[src/rtl/key_debouncer.sv]
// Per-key synchronizer and debouncer for active-low push buttons, with registered level, press and release pulses.
// Optional auto-repeat of press_pulse while a key is held is enabled by defining KEY_AUTOREPEAT_EN.
module key_debouncer #(
  parameter int N_KEYS          = 4,
  parameter int DEBOUNCE_CYCLES = 500000,
  parameter int REPEAT_DELAY    = 25000000,
  parameter int REPEAT_PERIOD   = 5000000
) (
  input  logic              Clock,
  input  logic              Resetn,
  input  logic [N_KEYS-1:0] key_n,
  output logic [N_KEYS-1:0] pressed,
  output logic [N_KEYS-1:0] press_pulse,
  output logic [N_KEYS-1:0] release_pulse
);

  localparam int CW = $clog2(DEBOUNCE_CYCLES + 1);
  localparam logic [CW-1:0] CNT_LAST = CW'(DEBOUNCE_CYCLES - 1);

  if (DEBOUNCE_CYCLES < 2 || REPEAT_DELAY < 1 || REPEAT_PERIOD < 1) begin : g_param_check
    $error("key_debouncer: DEBOUNCE_CYCLES must be >= 2 and REPEAT_* >= 1");
  end

  logic [N_KEYS-1:0] sync1;
  logic [N_KEYS-1:0] sync2;
  logic [N_KEYS-1:0] stable;
  logic [N_KEYS-1:0] accept;
  logic [N_KEYS-1:0] rpt_pulse;

  // Synchronizer and stable level reset to released so a held key is seen as a fresh press.
  always_ff @(posedge Clock or negedge Resetn) begin
    if (!Resetn) begin
      sync1 <= '1;
      sync2 <= '1;
    end else begin
      sync1 <= key_n;
      sync2 <= sync1;
    end
  end

  for (genvar i = 0; i < N_KEYS; i++) begin : g_key
    logic [CW-1:0] cnt;

    assign accept[i] = (sync2[i] != stable[i]) && (cnt == CNT_LAST);

    always_ff @(posedge Clock or negedge Resetn) begin
      if (!Resetn) begin
        cnt <= '0;
      end else if ((sync2[i] == stable[i]) || accept[i]) begin
        cnt <= '0;
      end else begin
        cnt <= cnt + 1'b1;
      end
    end
  end

`ifdef KEY_AUTOREPEAT_EN
  localparam int RMAX = (REPEAT_DELAY > REPEAT_PERIOD) ? REPEAT_DELAY : REPEAT_PERIOD;
  localparam int RW   = $clog2(RMAX + 1);
  localparam logic [RW-1:0] DELAY_LAST  = RW'(REPEAT_DELAY - 1);
  localparam logic [RW-1:0] PERIOD_LAST = RW'(REPEAT_PERIOD - 1);

  for (genvar i = 0; i < N_KEYS; i++) begin : g_rpt
    logic [RW-1:0] rcnt;
    logic          repeating;

    // A release accepted on this edge wins over a repeat hit.
    assign rpt_pulse[i] = pressed[i] && !accept[i] &&
                          (rcnt == (repeating ? PERIOD_LAST : DELAY_LAST));

    always_ff @(posedge Clock or negedge Resetn) begin
      if (!Resetn) begin
        rcnt      <= '0;
        repeating <= 1'b0;
      end else if (!pressed[i] || accept[i]) begin
        rcnt      <= '0;
        repeating <= 1'b0;
      end else if (rpt_pulse[i]) begin
        rcnt      <= '0;
        repeating <= 1'b1;
      end else begin
        rcnt <= rcnt + 1'b1;
      end
    end
  end
`else
  assign rpt_pulse = '0;
`endif

  always_ff @(posedge Clock or negedge Resetn) begin
    if (!Resetn) begin
      stable        <= '1;
      pressed       <= '0;
      press_pulse   <= '0;
      release_pulse <= '0;
    end else begin
      stable        <= stable ^ accept;
      pressed       <= ~(stable ^ accept);
      press_pulse   <= (accept & stable) | rpt_pulse;
      release_pulse <= accept & ~stable;
    end
  end

endmodule

[config.mk]
export PLATFORM = sky130hd
export DESIGN_NAME = key_debouncer
export DESIGN_NICKNAME = d
export VERILOG_FILES = /design/src/rtl/key_debouncer.sv
export SDC_FILE = /design/constraint.sdc
export NUM_CORES = 1
export LEC_CHECK = 0
export ABC_AREA = 1
export CORE_ASPECT_RATIO = 1.2
export CORE_MARGIN = 2
export CORE_UTILIZATION = 35
export DETAILED_ROUTE_END_ITERATION = 8
export PLACE_DENSITY = 0.48
export SLEW_MARGIN = 20
export SYNTH_ARGS = -nofsm -noshare
export SYNTH_HDL_FRONTEND = slang
export SYNTH_SLANG_ARGS = --single-unit
[constraint.sdc]
create_clock -name Clock -period 2.15 [get_ports Clock]
set_clock_uncertainty 0.1 [all_clocks]
set_input_delay 0.43 -clock Clock [delete_from_list [all_inputs] [get_ports Clock]]
set_output_delay 0.43 -clock Clock [all_outputs]
set_load 0.01 [all_outputs]
==> flow_metrics.tcl <==
set metrics [dict create \
    status "completed" \
    crit_path_start_kind "flop" \
    setup_tns_ns 0 \
    ys_seq_elements 100 \
    critPathBufInv 1 \
    antenna_left 0 \
    fin_crit_ns 1.74 \
    post-cts-setup-buffer-count 0 \
    syn_area_mm2 0.00514 \
    grt_max_degree 39 \
    cp_cell_sequence "clkdlybuf4s50_1" \
    critical_path.slowest_cell "clkdlybuf4s50_1" \
    drive_gt1_share_pct 7.57 \
    synth_cell_type_count 28 \
    synth_warnings 0 \
    clock_sinks 100 \
    end_kind "output port" \
    netSwitchingFraction_pct 23.1 \
    via_per_inst 4.65 \
    initial_core_util_pct 35.8 \
    crit_required_ns 1.62 \
    wl_per_cell_um 11.9 \
    cp-startpoint "release_pulse[0]" \
    clk_latency_ns 0.35 \
    clk_pin_slew_ns 0.07 \
    gr-total-overflow 0 \
    hold_viol_final 0 \
    vias 3947 \
    synth_top_family_by_area "simple AND/OR/NAND/NOR gates" \
    synth_xor_area_share_pct 6.81 \
    syn_to_final_growth_pct 13.3 \
    port-buffer-count 17 \
    clock_path_buffers 2 \
    drv_cap 0 \
    r2r-start "g_key[2].cnt[0]" \
    num_io_pins 18 \
    slowest_delay_ns 0.53 \
    rsz0062_at_grt "no" \
    drtPass1Iterations 4 \
    tightest_slew_ns 0.477 \
    finalSetupViolCount 0 \
    drt-total-wl_um 10100 \
    core_area_mm2 0.0144 \
    synth_seq_area_share_pct 49.0 \
    synth-compound-area-share_pct 2.82 \
    nets 687 \
    grt_pass1_vias 3885 \
    num_antenna_cells 0 \
    dieWidth_um 115 \
    cts_buffers 9 \
    final-instance-count-excl-fill 849 \
    critPathMaxFanout 1 \
    worstHoldStart "sync1[3]" \
    p_clk_share_pct 44.6 \
    utilization_pct 40.6 \
    drc 0 \
    crit_arrival_ns 1.21 \
    critical_path.top_delay_family "buffers and inverters" \
    hold_path.class "reg2reg" \
    drv_slew 0 \
    power_leakage_nw 2.49 \
    h-tree-depth 3 \
    syn_nets 661 \
    yosys.area_share.simple_pct 32.2 \
    timing.hold.ws_ns 0.257 \
    syn_inst 643 \
    antenna_found_initial 0 \
    cts.repair.resized 0 \
    avgSynthCellArea_um2 8.00 \
    grt_pass1_wl_um 17800 \
    place.gp.congestion 0.841 \
    dr.first_iter.drc_count 175 \
    cts_tree "built" \
    dp_hpwl_um 7360 \
    hold_buffers 1 \
    p_seq_share_pct 52.0 \
    grt_usage_pct 14.1 \
    cellPowerDensity_mw_per_mm2 638 \
    dieArea_mm2 0.0157 \
    max_freq_ghz 0.574 \
    relSlewSlack_pct 68.2 \
    die_h_um 137 \
    ir_worst_vdd_mv 0.356 \
    internal-power_mw 2.86 \
    pwr-share-comb_pct 3.4 \
    row_count 48 \
    synth_adder_area_share_pct 2.92 \
    root_buffer "clkbuf_16" \
    dpl.cell_count 832 \
    p_switching_mw 0.860 \
    worstSetupPathType "reg2out" \
    synth_mux_area_share_pct 0 \
    period_share_pct 81.0 \
]
==> routing by layer <==
metal  vias to the layer above  global-route usage [%]  share of wire (%)
met2                        30                    23.9                 48
met1                      1851                    17.9                 48
met4                         0                    5.96                2.0
li1                       2051                       -                  -
met5                         -                       0                  0
met3                        15                    2.30                2.2
==> cells in the final DEF (no fill, tap or decap) <==
cell | Yosys | final
inv_1 | 70 | 70
o21ai_0 | 7 | 7
bufinv_16 | 0 | 1
nand3_2 | 3 | 3
o21bai_1 | 7 | 7
a21oi_1 | 4 | 4
inv_6 | 0 | 1
nand3_1 | 41 | 41
clkinv_2 | 0 | 1
a21o_1 | 1 | 1
a31oi_1 | 1 | 1
buf_4 | 1 | 1
nand2_4 | 1 | 1
a21oi_4 | 1 | 1
xor2_1 | 29 | 29
nor3_2 | 1 | 1
nor2_1 | 165 | 165
clkinv_4 | 0 | 1
nor3_1 | 5 | 5
nand4_1 | 19 | 19
clkbuf_16 | 0 | 9
inv_4 | 1 | 1
ha_1 | 12 | 12
nor2_2 | 7 | 7
dlygate4sd3_1 | 0 | 1
buf_12 | 0 | 2
clkinvlp_4 | 0 | 3
dfstp_2 | 12 | 12
dfrtp_1 | 88 | 88
nand2_2 | 4 | 4
o21a_1 | 1 | 1
xnor2_1 | 11 | 11
nor2_4 | 2 | 2
nand2_1 | 144 | 144
nor4_1 | 1 | 1
clkdlybuf4s50_1 | 0 | 16
==> cell families after synthesis <==
| logic type | count (synthesis) |
|---|---|
| AO/OA/AOI/OAI | 22 |
| XOR/XNOR | 40 |
| adder cells (fa/ha/maj) | 12 |
| buffers and inverters | 76 |
| flip-flops | 100 |
| AND/OR/NAND/NOR | 393 |
==> path summary, 6_finish.rpt <==
path                       slack [ns]  cells after the start          endpoint
setup / recovery                 0.41                      1  release_pulse[0]
hold / removal                   0.26                      0          sync2[3]
setup reg to reg                 0.43                      6        pressed[2]
hold reg to reg                  0.26                      0          sync2[3]
max in group asynchronous        0.83                      3          sync2[0]
min in group asynchronous        0.48                      2  g_key[3].cnt[15]
==> power groups by stage <==
stage                     clock network (mW)  registers (mW)  logic, mW
after floorplan                            0            1.96     0.0677
after global routing                    1.79            1.94      0.150
after global placement                     0            1.97      0.131
final                                   1.66            1.93      0.128
after CTS                               1.72            1.93      0.135
after detailed placement                   0            1.97      0.133
==> metrics by stage <==
step	cell area [um^2]	worst slack, ns	power, mW
after detailed placement	5520	0.433	2.10
after CTS	5830	0.383	3.79
after global routing	5830	0.251	3.87
final	5830	0.408	3.72
after floorplan	5140	0.597	2.03
after global placement	5520	0.485	2.10
==> sequential cells by signal, indices dropped and copies added, names as in the netlist, named ones only <==
signal,cells
press_pulse,4
sync1,4
pressed,4
sync2,4
g_key.cnt,76
release_pulse,4
==> worst reg2reg max path, delay by kind of cell (launching register included) <==
kind	cells	cell delay (ns)
adders and majority gates	2	0.51
DFF	1	0.39
and+or+nand+nor	4	0.60
==> synthesized netlist by cell type <==
cell type	n	area [um^2]
a21o_1	1	7.51
a21oi_1	4	20.0
a21oi_4	1	16.3
a31oi_1	1	6.26
buf_4	1	7.51
buf_6	4	45.0
dfrtp_1	88	2200
dfstp_2	12	315
ha_1	12	150
inv_1	70	263
inv_4	1	6.26
nand2_1	144	541
nand2_2	4	25.0
nand2_4	1	11.3
nand3_1	41	205
nand3_2	3	30.0
nand4_1	19	119
nor2_1	165	619
nor2_2	7	43.8
nor2_4	2	22.5
nor3_1	5	25.0
nor3_2	1	10.0
nor4_1	1	6.26
o21a_1	1	7.51
o21ai_0	7	35.0
o21bai_1	7	52.6
xnor2_1	11	96.3
xor2_1	29	254
==> final cells by class <==
cell class	count	area (um^2)
clock inverters	7	75.1
clock buffers	9	225
multi-input cells	467	2300
repair buffers	20	218
flip-flops and latches	100	2520
fillers	1422	8530
well taps	175	219
inverters	71	269
(Power assumes the default switching activity.)
